## config.mk

```make
export PLATFORM = sky130hd
export DESIGN_NAME = uf_r_exec
export DESIGN_NICKNAME = d
export VERILOG_FILES = /design/src/rtl/uf_r_pkg.sv /design/src/rtl/uf_r_alu.sv /design/src/rtl/uf_r_exec.sv
export SDC_FILE = /design/constraint.sdc
export NUM_CORES = 1
export LEC_CHECK = 0
export CORE_ASPECT_RATIO = 1.2
export CORE_MARGIN = 5
export CORE_UTILIZATION = 61
export CTS_BUF_LIST = sky130_fd_sc_hd__clkbuf_8 sky130_fd_sc_hd__clkbuf_16
export DETAILED_ROUTE_END_ITERATION = 7
export GPL_TIMING_DRIVEN = 0
export HOLD_SLACK_MARGIN = 0.03
export PLACE_DENSITY = 0.93
export SLEW_MARGIN = 20
export SYNTH_ARGS = -nofsm -noshare
export SYNTH_HDL_FRONTEND = slang
export SYNTH_SLANG_ARGS = --single-unit
```

## constraint.sdc

```tcl
create_clock -name Clock -period 12.1 [get_ports Clock]
set_clock_uncertainty 0.1 [all_clocks]
set_input_delay 2.42 -clock Clock [delete_from_list [all_inputs] [get_ports Clock]]
set_output_delay 2.42 -clock Clock [all_outputs]
set_load 0.1 [all_outputs]
```

## src/rtl/uf_r_pkg.sv

```systemverilog
// uf_r_pkg: shared opcode, state and sentinel definitions for the R-type station, issue logic and execution unit
package uf_r_pkg;
    localparam logic [2:0] OP_NOP = 3'b000;
    localparam logic [2:0] OP_ADD = 3'b001;
    localparam logic [2:0] OP_SUB = 3'b010;
    localparam logic [2:0] OP_AND = 3'b011;
    localparam logic [2:0] OP_OR  = 3'b100;
    localparam logic [2:0] OP_XOR = 3'b101;
    localparam logic [2:0] OP_SLT = 3'b110;
    localparam logic [2:0] OP_MUL = 3'b111;
    localparam int CNT_W = 4;
    localparam logic [15:0] SEM_VALOR = 16'hFFF0;
    localparam logic [2:0] TAG_NONE = 3'd0;
    typedef enum logic [2:0] {
        S_IDLE, S_WAIT_OPS, S_EXEC, S_BCAST, S_FIN, S_RELEASE
    } state_t;
endpackage

```

## src/rtl/uf_r_alu.sv

```systemverilog
// uf_r_alu: combinational R-type ALU
//   Ufop   opcode
//   a, b   operands
//   result a <op> b, wrapping; SLT is signed and yields 0/1; MUL keeps the low bits
module uf_r_alu
    import uf_r_pkg::*;
#(
    parameter int DATA_W = 16
) (
    input  logic [2:0]        Ufop,
    input  logic [DATA_W-1:0] a,
    input  logic [DATA_W-1:0] b,
    output logic [DATA_W-1:0] result
);
    always_comb begin
        case (Ufop)
            OP_ADD:  result = a + b;
            OP_SUB:  result = a - b;
            OP_AND:  result = a & b;
            OP_OR:   result = a | b;
            OP_XOR:  result = a ^ b;
            OP_SLT:  result = {{(DATA_W-1){1'b0}}, $signed(a) < $signed(b)};
            OP_MUL:  result = a * b;
            default: result = '0;
        endcase
    end
endmodule

```

## src/rtl/uf_r_exec.sv

```systemverilog
// uf_r_exec: R-type execution unit answering a reservation station
//   Clock, Reset                    clock, synchronous active-high reset
//   Busy, Ufop, Vj, Vk, Qj, Qk      station state sampled at launch
//   Clear_counter                   abort / hold-idle request
//   Cdb_valid, Cdb_tag, Cdb_data    CDB snoop for pending operand tags
//   Cdb_grant                       arbiter grant for our broadcast
//   Cdb_req, Cdb_req_tag/_data      broadcast request with RS_TAG and result
//   Done, Finished, Result          write-back enable, retire pulse, held result
module uf_r_exec
    import uf_r_pkg::*;
#(
    parameter int DATA_W = 16,
    parameter int TAG_W = 3,
    parameter logic [TAG_W-1:0] RS_TAG = TAG_W'(1),
    parameter int LAT_MUL = 3
) (
    input  logic              Clock,
    input  logic              Reset,
    input  logic              Busy,
    input  logic [2:0]        Ufop,
    input  logic [DATA_W-1:0] Vj,
    input  logic [DATA_W-1:0] Vk,
    input  logic [TAG_W-1:0]  Qj,
    input  logic [TAG_W-1:0]  Qk,
    input  logic              Clear_counter,
    input  logic              Cdb_valid,
    input  logic [TAG_W-1:0]  Cdb_tag,
    input  logic [DATA_W-1:0] Cdb_data,
    input  logic              Cdb_grant,
    output logic              Cdb_req,
    output logic [TAG_W-1:0]  Cdb_req_tag,
    output logic [DATA_W-1:0] Cdb_req_data,
    output logic              Done,
    output logic              Finished,
    output logic [DATA_W-1:0] Result
);
    state_t state, state_n;
    logic [2:0]        op;
    logic [DATA_W-1:0] vj, vk, res, alu_y;
    logic [TAG_W-1:0]  qj, qk;
    logic [CNT_W-1:0]  cnt;
    logic launch, ready, hit_j_in, hit_k_in, hit_j, hit_k;

    // Tag 0 means the value is already valid, so it never matches the CDB.
    assign hit_j_in = Cdb_valid && Qj != '0 && Cdb_tag == Qj;
    assign hit_k_in = Cdb_valid && Qk != '0 && Cdb_tag == Qk;
    assign hit_j    = Cdb_valid && qj != '0 && Cdb_tag == qj;
    assign hit_k    = Cdb_valid && qk != '0 && Cdb_tag == qk;
    assign launch   = state == S_IDLE && Busy && !Clear_counter;
    assign ready    = qj == '0 && qk == '0;

    uf_r_alu #(.DATA_W(DATA_W)) u_alu (.Ufop(op), .a(vj), .b(vk), .result(alu_y));

    always_ff @(posedge Clock) state <= Reset ? S_IDLE : state_n;

    always_comb begin
        state_n = state;
        case (state)
            S_IDLE:     if (launch) state_n = S_WAIT_OPS;
            S_WAIT_OPS: if (ready) state_n = op == OP_NOP ? S_FIN : S_EXEC;
            S_EXEC:     if (cnt == '0) state_n = S_BCAST;
            S_BCAST:    if (Cdb_grant) state_n = S_FIN;
            S_FIN:      state_n = Busy ? S_RELEASE : S_IDLE;
            S_RELEASE:  if (!Busy) state_n = S_IDLE;
            default:    state_n = S_IDLE;
        endcase
        if (Clear_counter && state != S_IDLE) state_n = S_IDLE;
    end

    always_comb begin
        Done         = state == S_BCAST;
        Cdb_req      = state == S_BCAST;
        Cdb_req_tag  = Cdb_req ? RS_TAG : '0;
        Cdb_req_data = Cdb_req ? res : '0;
        Finished     = state == S_FIN;
    end

    assign Result = res;

    always_ff @(posedge Clock) begin
        if (Reset) begin
            op  <= OP_NOP;
            vj  <= DATA_W'(SEM_VALOR);
            vk  <= DATA_W'(SEM_VALOR);
            qj  <= '0;
            qk  <= '0;
            cnt <= '0;
            res <= DATA_W'(SEM_VALOR);
        end else begin
            if (launch) begin
                op <= Ufop;
                vj <= hit_j_in ? Cdb_data : Vj;
                vk <= hit_k_in ? Cdb_data : Vk;
                qj <= hit_j_in ? '0 : Qj;
                qk <= hit_k_in ? '0 : Qk;
            end
            if (state == S_WAIT_OPS) begin
                if (hit_j) begin
                    vj <= Cdb_data;
                    qj <= '0;
                end
                if (hit_k) begin
                    vk <= Cdb_data;
                    qk <= '0;
                end
                // Counter holds remaining EXEC cycles minus one.
                cnt <= op == OP_MUL ? CNT_W'(LAT_MUL - 1) : '0;
            end
            if (state == S_EXEC) begin
                cnt <= cnt - 1'b1;
                if (cnt == '0 && !Clear_counter) res <= alu_y;
            end
        end
    end
endmodule

```

# --- Yosys cells after proc, flatten, opt, wreduce, memory -nomap -nowiden ---
# Index checks and enable logic that the tools add are counted.
totals:
  register_bits: 64
  output_inout_bits: 38
  wordCells: 95
classes:
  addsub: 3
  n_mul: 1
  n_lt_le_gt_ge: 1
  eq_ne: 21
  mux: 30
  n_bitwise: 3
  n_reduce_logical: 28
op_table:
  columns: ["op", "count"]
  rows:
  - ["$mux 16", 9]
  - ["$pmux 16 s7", 1]
  - ["$mux 3", 15]
  - ["$eq 3x3->1 const B", 6]
  - ["$pmux 3 s6", 1]
  - ["$add 16x16->16", 1]
  - ["$and 16x16->16", 1]
  - ["$lt 16x16->1", 1]
  - ["$mul 16x16->16", 1]
  - ["$or 16x16->16", 1]
  - ["$sub 16x16->16", 1]
  - ["$xor 16x16->16", 1]
  - ["$reduce_bool 3->1", 5]
  - ["$logic_and 1x1->1", 13]
  - ["$eq 3x2->1 const B", 4]
  - ["$eq 3x3->1", 4]
  - ["$logic_not 3->1", 4]
  - ["$ne 2x2->1 const B", 5]
  - ["$mux 4", 2]
  - ["$eq 3x1->1 const B", 2]
  - ["$reduce_and 5->1", 1]
  - ["$logic_not 4->1", 1]
  - ["$sub 4x1->4 const B", 1]
  - ["$mux 2", 1]
  - ["other kinds (5)", 5]

# --- Longest topological paths before layout ---
logic_depth:
  depth_word: 7
  depth_mapped: 22
  ltp_nobuf: 21

# --- Cells and area by module ---
# From an unflattened synthesis, not the netlist that was laid out.
unflattened:
  cells_unflattened: 1248
  hier_area_um2: 9566.7
by_module_without_submodules:
  columns: ["mod", "n_inst", "cells_per_inst", "area_per_inst_um2", "seq_area_each_um2"]
  rows:
  - ["uf_r_alu", 1, 805, 6058.3, 0.0]
  - ["uf_r_exec", 1, 443, 3508.4, 1281.2]

# --- Least setup slack after synthesis ---
# No wires, ideal clock.
synth_path:
  path_type: "flip-flop to flip-flop"
  from: "register vk[1]"
  to: "register res[15], in the netlist Result[15]"
  setup_ns: 0.078
  arrival_ns: 5.094
  required_ns: 11.922
  path_slack_ns: 6.828
  path_stages_with_launch: 21
  path_buffers: 1
  period_less_slack_ns: 5.272
  path_cell_list: "dfxtp_1 buf_2 clkinv_1 nor2_1 fa_1 inv_1 fa_1 inv_1 fa_1 fa_1 inv_1 fa_1 fa_1 xnor2_1 xnor2_1 xnor2_1 xnor2_1 xnor3_1 xnor2_1 nand2_1 a32oi_1"
synth_between:
  elab_chain_cells: 2
  elab_cells_between_ends: 4
  classes_between: "2 x add/sub; 1 x mul; 1 x mux"
synth_lines:
  columns: ["element", "line_no", "rtl"]
  rows:
  - ["from (decl)", "uf_r_exec.sv:39", "logic [DATA_W-1:0] vj, vk, res, alu_y;"]
  - ["from (signal assigned)", "uf_r_exec.sv:84", "vk <= DATA_W'(SEM_VALOR);"]
  - ["from (signal assigned)", "uf_r_exec.sv:93", "vk <= hit_k_in ? Cdb_data : Vk;"]
  - ["from (signal assigned)", "uf_r_exec.sv:103", "vk <= Cdb_data;"]
  - ["$mul 16x16->16 (tied with other cells)", "uf_r_alu.sv:23", "OP_MUL: result = a * b;"]
  - ["$pmux 16 s7 (*)", "uf_r_alu.sv:16", "case (Ufop)"]
  - ["to (signal assigned)", "uf_r_exec.sv:88", "res <= DATA_W'(SEM_VALOR);"]
  - ["to (signal assigned)", "uf_r_exec.sv:111", "if (cnt == '0 && !Clear_counter) res <= alu_y;"]
  - ["to (decl)", "uf_r_exec.sv:39", null]
# Mark *: on every way between the ends. The rest lies on a longest branch, timed or not.
# A chain may end at the register's enable or synchronous reset.

# --- Worst setup path in the final report ---
layout_path:
  from: "register vj[1]"
  to: "register res[15], in the netlist Result[15]"
layout_between:
  elab_chain_cells: 2
  elab_cells_between_ends: 4
  classes_between: "2 x add/sub; 1 x mul; 1 x mux"
layout_lines:
  columns: ["element", "line_no", "rtl"]
  rows:
  - ["from (decl)", "uf_r_exec.sv:39", null]
  - ["from (signal assigned)", "uf_r_exec.sv:83", "vj <= DATA_W'(SEM_VALOR);"]
  - ["from (signal assigned)", "uf_r_exec.sv:92", "vj <= hit_j_in ? Cdb_data : Vj;"]
  - ["from (signal assigned)", "uf_r_exec.sv:99", "vj <= Cdb_data;"]
  - ["$mul 16x16->16 (tied with other cells)", "uf_r_alu.sv:23", null]
  - ["$pmux 16 s7 (*)", "uf_r_alu.sv:16", null]
# Marked as above.

==> flow_metrics.py <==
metrics = {
    "floorplanning": {
        "initial_core_util": 0.613,
        "dieHeight_um": 147,
        "core_area_mm2": 0.0155,
        "die-area_mm2": 0.0181,
        "fp-row-count": 50,
        "die_x_um": 124,
        "io_pins": 104,
    },
    "clocking": {
        "ctsResizeCount": 0,
        "path_clk_slew_ns": 0.06,
        "cts_tree": "yes",
        "cts_root_buf": "clkbuf_16",
        "numCtsBuffers": 9,
        "clkLatencyLatePin_ns": 0.35,
        "cts.sinks": 64,
        "h-tree-depth": 3,
        "cts_setup_buffers": 0,
        "clockBufferDepth": 2,
        "cts_hold_buffers": 0,
    },
    "routing": {
        "vias_per_cell": 6.13,
        "dr_total_vias": 9575,
        "first_pass_iters": 6,
        "final_antenna_net_count": 0,
        "routed_wl_um": 31600,
        "wl_per_cell_um": 20.2,
        "route.detailed.drc": 0,
        "drtIter0Drc": 870,
    },
    "sta": {
        "hold_viol_final": 0,
        "worst_pin_slew_ns": 0.994,
        "fmax_mhz": 143,
        "fin_setup_tns_ns": 0,
        "final.period_utilization": 0.579,
        "slew_viol_final": 0,
        "max_slew_margin": 0.333,
        "finalCriticalPeriod_ns": 7.01,
        "setup_viol": 0,
        "rsz0062_at_grt": "no",
    },
    "power_and_ir_drop": {
        "power_leakage_nw": 5.18,
        "ir_drop_mv": 0.246,
        "cellPowerDensity_mw_per_mm2": 207,
    },
    "placed_design": {
        "numPortBuffers": 98,
        "place_congestion": 0.970,
        "hpwl_um": 25300,
    },
    "worst_setup_path": {
        "crit_type": "reg2reg",
        "cp-end-kind": "register",
        "cp_max_fo": 10,
        "cp_data_arrival_time_ns": 7.14,
        "required_ns": 12.23,
        "startpoint_type": "register",
    },
    "synthesis": {
        "yosysWarningCount": 0,
        "synth_enable_flop_cells": 0,
        "synthArstFlopShare": 0,
        "synth.distinct_cells": 82,
        "ys.flop_type": "dfxtp_1",
        "synth-seq-area-share": 0.135,
        "synth_area_leaders": "fa_1 (17%), dfxtp_1 (14%), ha_1 (13%)",
        "synth_cells": 1238,
        "synth_area_leader_cell": "fa_1",
        "yosysTopAreaCellShare": 0.171,
        "synth_common_cells": "inv_1 (155), nand2_1 (148), nor2_1 (118)",
        "avgSynthCellArea_um2": 7.66,
        "yosys_register_bits": 64,
        "syn_area_mm2": 0.00948,
        "yosysMostFrequentCell": "inv_1",
    },
    "finish": {
        "final_nets": 1596,
        "drive_above_1_share": 0.0510,
        "postLayoutCoreUtil": 0.717,
        "diodes": 0,
        "multi_input_area_mm2": 0.00720,
        "seqCellArea_mm2": 0.00128,
        "fillers": 1239,
        "syn_to_final_growth_pct": 16.8,
    },
    "global_route": {
        "antenna_found_initial": 1,
        "grt_usage": 0.351,
        "grt_max_degree": 14,
        "overflow": 0,
        "grt_pass1_wl_um": 49400,
        "grt_pass1_vias": 9756,
    },
    "hold_path": {
        "hold_path.class": "reg2reg",
    },
    "outcome": {
        "outcome": "finished, final reports clean",
    },
    "flow_run": {
        "drv_cap": 0,
    },
}
where the power goes:
part           internal [mW]  switching [mW]
Clock                  0.204           0.108
Combinational          0.730           0.998
Sequential             0.223          0.0256
Total                   1.16            1.13
critical path: stages (launching register included):
cell      delay (ns)
dfxtp_1         0.40
clkbuf_1        0.66
clkinv_1        0.76
nor2_1          0.32
fa_1            0.46
fa_1            0.45
ha_1            0.21
fa_1            0.47
inv_1           0.05
fa_1            0.46
fa_1            0.53
inv_1           0.04
ha_1            0.34
a21oi_1         0.23
a21oi_1         0.12
o31ai_1         0.69
xnor2_1         0.23
nand2_1         0.08
a32oi_1         0.29
cell usage in the layout, fill, tap and decap left out, types with 10 or more instances in the layout:
cell type / Yosys / layout
nand2b_1: 10 / 10
nor3_1: 30 / 30
fa_1: 81 / 81
clkbuf_1: 39 / 39
nor2b_1: 13 / 13
clkdlybuf4s50_1: 0 / 98
and3_1: 15 / 15
o211ai_1: 11 / 11
and2_1: 18 / 18
buf_2: 14 / 14
nand2_1: 148 / 148
o21ai_0: 50 / 50
dfxtp_1: 64 / 64
a21oi_1: 103 / 103
nand3_1: 25 / 25
xnor2_1: 37 / 37
ha_1: 101 / 101
xor2_1: 14 / 14
a211o_1: 14 / 14
inv_1: 155 / 155
nor2_1: 118 / 118
worst paths after layout:
check        start  cells after the start    endpoint  slack (ns)
min reg2reg  qk[2]                      2       qk[2]        0.38
min          qk[2]                      2       qk[2]        0.38
max reg2reg  vj[1]                     18  Result[15]        5.09
max          vj[1]                     18  Result[15]        5.09
cell type report:
cell class              instances  area share
repair buffers                 98      0.0886
flip-flops and latches         64       0.116
inverters                     163      0.0555
multi-input cells             940       0.650
clock inverters                 7      0.0113
clock buffers                   9      0.0203
plain buffers                  72      0.0351
well taps                     208      0.0235
metrics by stage:
step                worst slack (ns)  area, µm²  instances  total power, mW  hold slack (ns)
global route                    5.16      11100       1561             2.47            0.401
CTS                             5.43      11100       1561             2.27            0.377
global placement                5.52      10700       1545             1.89            0.364
detailed placement              5.44      10700       1545             1.95            0.371
floorplan                       6.83       9480       1239             1.44            0.347
finish                          5.09      11100       1561             2.29            0.385
per-layer routing:
| metal | track usage | part of all wire | vias to the layer above |
|---|---|---|---|
| li1 | - | - | 4343 |
| met1 | 0.405 | 0.34 | 4428 |
| met2 | 0.588 | 0.48 | 639 |
| met3 | 0.0655 | 0.10 | 163 |
| met4 | 0.223 | 0.074 | 2 |
| met5 | 0 | 0.00022 | - |
sequential cells by signal (all words and copies together), names as in the netlist:
signal  count
qk          3
vj         16
op          3
vk         16
state       3
qj          3
cnt         4
Result     16
cell families after synthesis:
group	Yosys count	synth area share
xor gates and xnor gates	52	0.0495
other	1	0.000396
muxes	4	0.00422
AOI/OAI and AO/OA	289	0.202
DFF	64	0.135
buffers and inverters	235	0.106
adders and majority gates	182	0.304
and+or+nand+nor	411	0.199
(Power assumes the default switching activity.)
